--- src/rtl/aes_round_sequencer.sv ---
// Round-control FSM for an AES datapath: sequences the initial AddRoundKey, NR-1 full
// rounds and the final round, with an ascending key index for encrypt and descending for decrypt.
module aes_round_sequencer #(
    parameter int NR = 10
) (
    input  logic       clk,
    input  logic       rst_n,
    input  logic       start_valid,
    output logic       start_ready,
    input  logic       decrypt,
    input  logic       stall,
    input  logic       abort,
    output logic       round_en,
    output logic [3:0] round_idx,
    output logic [3:0] key_idx,
    output logic       first_round,
    output logic       last_round,
    output logic       mode_dec,
    output logic       out_valid,
    input  logic       out_ready,
    output logic       busy
);

    localparam logic [3:0] NR_L  = 4'(NR);
    localparam logic [3:0] NR_M1 = 4'(NR - 1);

    typedef enum logic [2:0] {
        S_IDLE,
        S_INIT,
        S_ROUND,
        S_FINAL,
        S_DONE
    } state_t;

    state_t     r_state;
    state_t     w_state_next;

    logic       r_round_en;
    logic [3:0] r_round_idx;
    logic [3:0] r_key_idx;
    logic       r_first_round;
    logic       r_last_round;
    logic       r_mode_dec;
    logic       r_out_valid;

    logic       w_round_en_next;
    logic [3:0] w_round_idx_next;
    logic [3:0] w_key_idx_next;
    logic       w_first_round_next;
    logic       w_last_round_next;
    logic       w_mode_dec_next;
    logic       w_out_valid_next;

    // Decrypt walks the key schedule backwards while the step number still ascends.
    function automatic logic [3:0] key_for(input logic dec, input logic [3:0] ridx);
        return dec ? (NR_L - ridx) : ridx;
    endfunction

    always_ff @(posedge clk) begin
        if (!rst_n) begin
            r_state       <= S_IDLE;
            r_round_en    <= 1'b0;
            r_round_idx   <= 4'd0;
            r_key_idx     <= 4'd0;
            r_first_round <= 1'b0;
            r_last_round  <= 1'b0;
            r_mode_dec    <= 1'b0;
            r_out_valid   <= 1'b0;
        end else begin
            r_state       <= w_state_next;
            r_round_en    <= w_round_en_next;
            r_round_idx   <= w_round_idx_next;
            r_key_idx     <= w_key_idx_next;
            r_first_round <= w_first_round_next;
            r_last_round  <= w_last_round_next;
            r_mode_dec    <= w_mode_dec_next;
            r_out_valid   <= w_out_valid_next;
        end
    end

    always_comb begin
        // Default is a frozen step: everything holds and no round is issued.
        w_state_next       = r_state;
        w_round_en_next    = 1'b0;
        w_round_idx_next   = r_round_idx;
        w_key_idx_next     = r_key_idx;
        w_first_round_next = r_first_round;
        w_last_round_next  = r_last_round;
        w_mode_dec_next    = r_mode_dec;
        w_out_valid_next   = r_out_valid;

        if (abort) begin
            w_state_next       = S_IDLE;
            w_round_idx_next   = 4'd0;
            w_key_idx_next     = 4'd0;
            w_first_round_next = 1'b0;
            w_last_round_next  = 1'b0;
            w_mode_dec_next    = 1'b0;
            w_out_valid_next   = 1'b0;
        end else begin
            case (r_state)
                S_IDLE: begin
                    if (start_valid) begin
                        w_state_next       = S_INIT;
                        w_mode_dec_next    = decrypt;
                        w_round_en_next    = 1'b1;
                        w_first_round_next = 1'b1;
                        w_last_round_next  = 1'b0;
                        w_round_idx_next   = 4'd0;
                        w_key_idx_next     = key_for(decrypt, 4'd0);
                    end
                end
                S_INIT: begin
                    if (!stall) begin
                        w_state_next       = S_ROUND;
                        w_round_en_next    = 1'b1;
                        w_first_round_next = 1'b0;
                        w_round_idx_next   = 4'd1;
                        w_key_idx_next     = key_for(r_mode_dec, 4'd1);
                    end
                end
                S_ROUND: begin
                    if (!stall) begin
                        w_round_en_next  = 1'b1;
                        w_round_idx_next = r_round_idx + 4'd1;
                        w_key_idx_next   = key_for(r_mode_dec, r_round_idx + 4'd1);
                        if (r_round_idx == NR_M1) begin
                            w_state_next      = S_FINAL;
                            w_last_round_next = 1'b1;
                        end
                    end
                end
                S_FINAL: begin
                    // Indices keep their final-round values while the result waits.
                    if (!stall) begin
                        w_state_next      = S_DONE;
                        w_last_round_next = 1'b0;
                        w_out_valid_next  = 1'b1;
                    end
                end
                S_DONE: begin
                    if (out_ready) begin
                        w_state_next       = S_IDLE;
                        w_round_idx_next   = 4'd0;
                        w_key_idx_next     = 4'd0;
                        w_first_round_next = 1'b0;
                        w_last_round_next  = 1'b0;
                        w_mode_dec_next    = 1'b0;
                        w_out_valid_next   = 1'b0;
                    end
                end
                default: begin
                    w_state_next       = S_IDLE;
                    w_round_idx_next   = 4'd0;
                    w_key_idx_next     = 4'd0;
                    w_first_round_next = 1'b0;
                    w_last_round_next  = 1'b0;
                    w_mode_dec_next    = 1'b0;
                    w_out_valid_next   = 1'b0;
                end
            endcase
        end
    end

    assign start_ready = (r_state == S_IDLE);
    assign busy        = (r_state != S_IDLE);
    assign round_en    = r_round_en;
    assign round_idx   = r_round_idx;
    assign key_idx     = r_key_idx;
    assign first_round = r_first_round;
    assign last_round  = r_last_round;
    assign mode_dec    = r_mode_dec;
    assign out_valid   = r_out_valid;

endmodule

--- config.mk ---
export PLATFORM = sky130hd
export DESIGN_NAME = aes_round_sequencer
export DESIGN_NICKNAME = d
export VERILOG_FILES = /design/src/rtl/aes_round_sequencer.sv
export SDC_FILE = /design/constraint.sdc
export NUM_CORES = 1
export LEC_CHECK = 0
export ABC_AREA = 1
export CORE_MARGIN = 5
export CORE_UTILIZATION = 35
export DETAILED_ROUTE_END_ITERATION = 10
export PLACE_DENSITY_LB_ADDON = 0.08
export RECOVER_POWER = 100
export SLEW_MARGIN = 30
export SYNTH_ARGS = -nofsm -noshare
export SYNTH_HDL_FRONTEND = slang
export SYNTH_SLANG_ARGS = --single-unit
--- constraint.sdc ---
create_clock -name clk -period 4.1 [get_ports clk]
set_input_delay 0.82 -clock clk [delete_from_list [all_inputs] [get_ports clk]]
set_output_delay 0.82 -clock clk [all_outputs]
set_load 0.01 [all_outputs]
== Word-level counts from Yosys, hierarchy flattened ==
Cells that the tools add are included.

* Multiplexer cells: 34
* Reductions and logical operators: 13
* Add/sub/neg operators: 2
* Bitwise operators: 6
* Equal/unequal tests: 11

{| class="wikitable"
|+ Operator list
! cell !! number
|-
| 2-to-1 mux 4 bit || 10
|-
| case mux 4 bit (5 select lines) || 2
|-
| 2-to-1 mux 3 bit || 6
|-
| case mux 3 bit (5 select lines) || 1
|-
| != test 2 bit, second input constant || 6
|-
| AND reduction 6 bit || 2
|-
| 2-to-1 mux 1 bit || 10
|-
| == test 3 x 2 -> 1 bit, second input constant || 2
|-
| NOT 1 bit || 6
|-
| case mux 1 bit (3 select lines) || 2
|-
| AND reduction 3 bit || 2
|-
| OR reduction 2 bit || 3
|-
| OR reduction 3 bit || 2
|-
| case mux 1 bit (5 select lines) || 1
|-
| AND reduction 5 bit || 1
|-
| adder 4 x 1 -> 4 bit, second input constant || 1
|-
| == test 4 bit, second input constant || 1
|-
| case mux 1 bit (4 select lines) || 1
|-
| AND reduction 4 bit || 1
|-
| subtractor 4 bit, first input constant || 1
|-
| == test 3 x 1 -> 1 bit, second input constant || 1
|-
| == test 3 bit, second input constant || 1
|-
| logical NOT 3 bit || 1
|-
| nonzero test 3 bit || 1
|-
| case mux 1 bit (2 select lines) || 1
|}

* Output and inout bits: 15
* Input bits: 7
* Register bits: 16
* Logic and storage cells: 74

== Longest topological paths before layout ==
Gate-level depths: netlist (run 1).

* Word-level depth: 5
* Mapped depth: 11
* Mapped depth without buffers: 10

== Least setup slack after synthesis (run 1) ==
OpenSTA, ideal clock, no wires.

* Kind: reg-to-output
* Start point: register r_state[2]
* End point: output busy
* Slack: 2.525 ns
* Path buffers: 0
* Data required time: 3.280 ns
* Arrival: 0.755 ns
* Stages on the path, launching flop included: 5
* Path through: dfxtp_1 -> inv_1 -> nand2_1 -> nor2_4 -> inv_1

* Word-level cells in the longest chain between the ends: 1

{| class="wikitable"
|+ RTL lines
! item !! RTL line !! text
|-
| start, declared || 35 || <nowiki>state_t r_state;</nowiki>
|-
| start signal, assigned || 70 || <nowiki>r_state <= w_state_next;</nowiki>
|-
| nonzero test 3 bit || 166 || <nowiki>assign busy = (r_state != S_IDLE);</nowiki>
|-
| end, declared || 21 || <nowiki>output logic busy</nowiki>
|}

Every way passes these cells.

== Final worst setup path (run 1) ==
* Start point: input out_ready
* End point: register r_first_round (netlist: first_round)

* Word-level cells in the longest chain between the ends: 2

{| class="wikitable"
|+ RTL lines
! item !! RTL line !! text
|-
| start, declared || 20 || <nowiki>input logic out_ready,</nowiki>
|-
| != test 2 bit (no line) || - ||
|-
| AND reduction 4 bit (no line) || - ||
|-
| end signal, assigned || 74 || <nowiki>r_first_round <= w_first_round_next;</nowiki>
|-
| end, declared || 41 || <nowiki>logic r_first_round;</nowiki>
|}

Every way passes these cells.
A chain may end at the register's enable or synchronous reset.

==> results of run 1 <==
[worst reg2reg max path, stage by stage (launching register included)]
cell and delay [ns]:
dfxtp_1 0.49, nor2_1 0.09, nand3_1 0.22, nand3_4 0.11
nor2_1 0.52, clkinvlp_2 0.52, o21ai_0 0.27, nor2_1 0.06
[per-stage QoR]
stage	power [mW]	std cells	instance area (sq um)	util (%)	hold slack, ns
2_1_floorplan	0.208	145	977	-	0.469
3_3_place_gp	0.234	195	1220	44.9	0.440
3_5_place_dp	0.233	195	1220	44.9	0.446
4_1_cts	0.336	199	1250	46.3	0.464
5_1_grt	0.345	199	1230	45.2	0.493
6_report	0.326	199	1230	45.2	0.453
[registers in the layout, summed over array words and instances, names as in the netlist]
| name | count |
|---|---|
| first_round | 1 |
| key_idx | 4 |
| last_round | 1 |
| mode_dec | 1 |
| out_valid | 1 |
| r_state | 3 |
| round_en | 1 |
| round_idx | 4 |
[area by class of cell]
| cell class | count | area, sq um | area share (%) |
|---|---|---|---|
| flip-flops and latches | 16 | 320 | 26.1 |
| well taps | 31 | 38.8 | 3.16 |
| clock buffers | 4 | 36.3 | 2.96 |
| inverters | 23 | 90.1 | 7.35 |
| multi-input cells | 104 | 531 | 43.3 |
| repair buffers | 21 | 210 | 17.1 |
[Yosys cell counts]
library cell,instances
a211oi_2,1
a21oi_1,14
and2_1,1
buf_2,1
clkbuf_1,1
dfxtp_1,16
ha_1,3
inv_1,16
inv_2,5
inv_4,2
nand2_1,37
nand2_2,3
nand2_4,1
nand3_1,13
nand3_2,3
nand3_4,1
nand4_1,3
nor2_1,10
nor2_2,1
nor2_4,1
nor2_8,1
nor3_1,1
o21ai_0,6
o21ai_1,4
[where the power goes]
part           internal, mW  switching (mW)
sequential            0.160         0.00444
clock                0.0540          0.0492
combinational        0.0237          0.0347
total                 0.238          0.0884
[worst paths after layout]
check              from     endpoint  cells after the start
min          last_round   last_round                      2
min reg2reg  last_round   last_round                      2
max           out_ready  first_round                      8
max reg2reg  r_state[1]  first_round                      7
[routing by layer]
metal	part of all wire, %	vias up
met5	0	-
met2	41	18
met1	54	432
met4	1.4	0
met3	3.1	4
li1	-	512
[logic make-up (layout without fill, tap and decap cells)]
group | after synthesis | count (layout) | share of synthesized area, %
simple gates | 76 | 76 | 39.6
compound gates | 25 | 25 | 13.6
buf+inv | 25 | 48 | 10.2
flops | 16 | 16 | 32.8
fa+ha+maj | 3 | 3 | 3.84
==> metrics, run 1 <==
status complete, no violations; Mean Syn Cell Area about 6.7 sq um; fillers 291; hold_buf cts 0; share of the synthesized area in the top cell type 32.8%; Relative slew margins 55.5%; Final TNS setup 0 ns; total CTS buffers 3; CTS resizes 0; Vias/cell 4.85; initial antenna violation count 0; Critical Path AT ~3.1 ns; PortBufs 21; share of cells above drive strength 1 11.9%; RSZ-0062 raised after global routing no; antenna viol nets, final 0; clk buf depth 2; # DRC 0; sequential area share after synthesis between 30% and 40%; htree depth 1; final hold violations 0; final global-route overflow total 0; largest net degree at the start of global routing 13; CTS clk-pin slew, worst paths about 0.09 ns; Initial Util 36.1%; MaxCap Viol Count 0; most frequent cells in the layout nand2_1, dlygate4sd3_1, inv_1, dfxtp_1, nand3_1; clock latency at the later pin of the worst-skew pair 0.28 ns; GRT busiest layer met2; CTS tree built; Clock Tree Root clkbuf_4; die width ~63 microns; Post-CTS Setup Repair Bufs 0; Worst setup SP type input pin; vias in the first global route 926; crit path time final 2.90 ns; Worst R2R Setup Slack 1.72 ns; Yosys cell types 24; Pins Over Slew Limit 0; Die Ht 62.8 microns; fin worst setup slack about 1.2 ns; first-pass GRT wire length between 4 and 5 mm; Worst VDD drop 0.000223 V; CP Class in2reg; # nets final 179; Pleak about 0.56 nW; final worst-path cycle share between 70% and 80%; core area 2710 sq um; Top-Level Pins 22; crit path cell chain dlygate4sd3_1 > nor2_1 > nand3_1 > nand3_4 > nor2_1 > clkinvlp_2 > o21ai_0 > nor2_1; Clock Skews 0.00374 ns; met2 Resource Use GR roughly a fifth; dpl hpwl 1.87 mm; Required @ worst endpoint 4.28 ns; First DRT Iteration DRCs 38; synth top area cells dfxtp_1, nand2_1, a21oi_1; peak per-stage delay on the critical path between 0.5 and 0.6 ns; M3 GR Usage 1.80%; crit-path most repeated cell nor2_1; final WL 2.38 mm; pre-CTS WS 1.94 ns; GR met1 Demand/Resource between 10% and 20%; TritonCTS Sinks 16; Synth area leader dfxtp_1; Yosys reg bits 16; most common cell after layout, fill and taps aside nand2_1; Worst path top cell family by delay buffers and inverters; Power per Cell Area 266 nW/um^2; CP max FO 10; Placer Congestion 0.787; Via Count 966; final setup fails 0; CP max stage cell dlygate4sd3_1; synthesized cell area ~1000 sq um; HP Class reg2reg; Setup crit end kind flop; routed len/inst between 10 and 15 microns; Worst-Margin Slew 0.665 ns; die footprint 3950 sq um; Cells after Synth 145; antenna cells 0; CP Buf/Inv Count 2; Layout area overhead 25.5%; std cell rows 19; Fmax achieved 0.344 GHz; Post-Syn Nets 155; YS warnings 0; GRT Util Overall 12.6%; Pre-antenna DRT Iters 4
No activity file was read; power rests on OpenSTA's default activity.
==> run 2: changes to the inputs <==
clock period = 2.75 ns   (was 4.1 ns; I/O delays follow)
==> run 2 against run 1 <==
Net effect:
- final area down 1.4%
- sequential share of layout area increased by 0.38 points
- clock power increased by 14%
- die area is the same
- combinational power increased by 50%
- flip-flop and latch count did not move
- core utilization fell by 0.65 points
- final cell count shrank 0.50%
- sequential power increased by 49%
- power increased by 38%
- count of clock-buffer cells in the layout shrank 1
- critical path type is now reg2out
- largest power group unchanged
==> metrics, run 2 (synthesis gave the netlist of run 1 again) <==
status complete, no violations; TritonCTS Sinks 16; antenna cells 0; share of cells above drive strength 1 10.8%; clock latency at the later pin of the worst-skew pair 0.28 ns; std cell rows 19; HP Class reg2reg; CP max FO 5; Clock Tree Root clkbuf_4; Layout area overhead 23.7%; vias in the first global route 944; final worst-path cycle share about four fifths; die footprint about 3900 sq um; die width 62.8 microns; PortBufs 21; Worst VDD drop 0.000329 V; total CTS buffers 3; Die Ht 62.8 microns; Placer Congestion around 0.8; Post-CTS Setup Repair Bufs 0; WHS 0.452 ns; Pins Over Slew Limit 0; GRT Util Overall 12.6%; hold_buf cts 0; htree depth 1; Critical Path AT 1.67 ns; clk buf depth 2; Pleak 0.559 nW; # DRC 0; Fmax achieved approximately 0.45 GHz; Setup crit end kind primary output; largest net degree at the start of global routing 13; Top-Level Pins 22; final setup fails 0; CTS resizes 0; Worst-Margin Slew ~0.7 ns; routed len/inst 12.1 microns; Worst setup SP type flop; most common cell after layout, fill and taps aside nand2_1; core area approximately 2700 sq um; antenna viol nets, final 0; fillers 298; CP Class reg2out; most frequent cells in the layout nand2_1, dlygate4sd3_1, inv_1, dfxtp_1, nand3_1; initial antenna violation count 0; Via Count 971; Final TNS setup 0 ns; crit path time final 2.22 ns; Relative slew margins 53.1%; first-pass GRT wire length around 4.1 mm; placed cells 195; final WL between 2 and 2.5 mm; Vias/cell 4.90; final global-route overflow total 0; First DRT Iteration DRCs 48; # nets final 179; CTS clk-pin slew, worst paths roughly 0.08 ns; final hold violations 0; Clock Skews about 0.00042 ns; CTS tree built; dpl hpwl 1.88 mm; Power per Cell Area 372 nW/um^2; Required @ worst endpoint 2.20 ns; Post-Layout Cell Count 198; MaxCap Viol Count 0; Pre-antenna DRT Iters 4; Initial Util a little over a third; RSZ-0062 raised after global routing no
[run 2: layer usage]
metal	vias to the layer above	part of all wire (%)	GRT usage (%)
li1	511	-	-
met1	434	52	17.8
met2	21	43	19.4
met3	5	3.2	1.62
met4	0	1.8	4.77
met5	-	0	0
[run 2: where the power goes]
part	internal, mW	switching (mW)	leakage [nW]
Clock	0.0508	0.0664	0.0138
Sequential	0.238	0.00663	0.130
Combinational	0.0355	0.0521	0.415
Total	0.325	0.125	0.559
[run 2: cell type report]
cell class              instances  area (sq um)  share of cell area (%)
inverters                      23          91.3                    7.56
repair buffers                 21           210                    17.4
flip-flops and latches         16           320                    26.5
well taps                      31          38.8                    3.21
clock buffers                   3          22.5                    1.86
multi-input cells             104           526                    43.5
[run 2: final timing paths]
path	start	end	slack, ns	depth (start not counted)
hold reg to reg	last_round	last_round	0.45	2
setup reg to reg	r_state[1]	first_round	0.82	7
setup / recovery	r_state[2]	busy	0.53	5
hold / removal	last_round	last_round	0.45	2
[run 2: critical path, cell delays in order, from the launching register on]
cell,delay [ns]
dfxtp_1,0.34
inv_1,0.10
nand2_1,0.10
nor2_4,0.16
inv_1,0.08
dlygate4sd3_1,0.61
[run 2: stage by stage]
| step | setup WS, ns | utilization (%) | power [mW] | cell area, sq um |
|---|---|---|---|---|
| finish | 0.535 | 44.6 | 0.450 | 1210 |
| global route | 0.327 | 44.6 | 0.478 | 1210 |
| floorplan | 1.21 | - | 0.310 | 977 |
| CTS | 0.597 | 45.8 | 0.464 | 1240 |
| detailed placement | 0.872 | 44.9 | 0.348 | 1220 |
| global placement | 0.875 | 44.9 | 0.349 | 1220 |
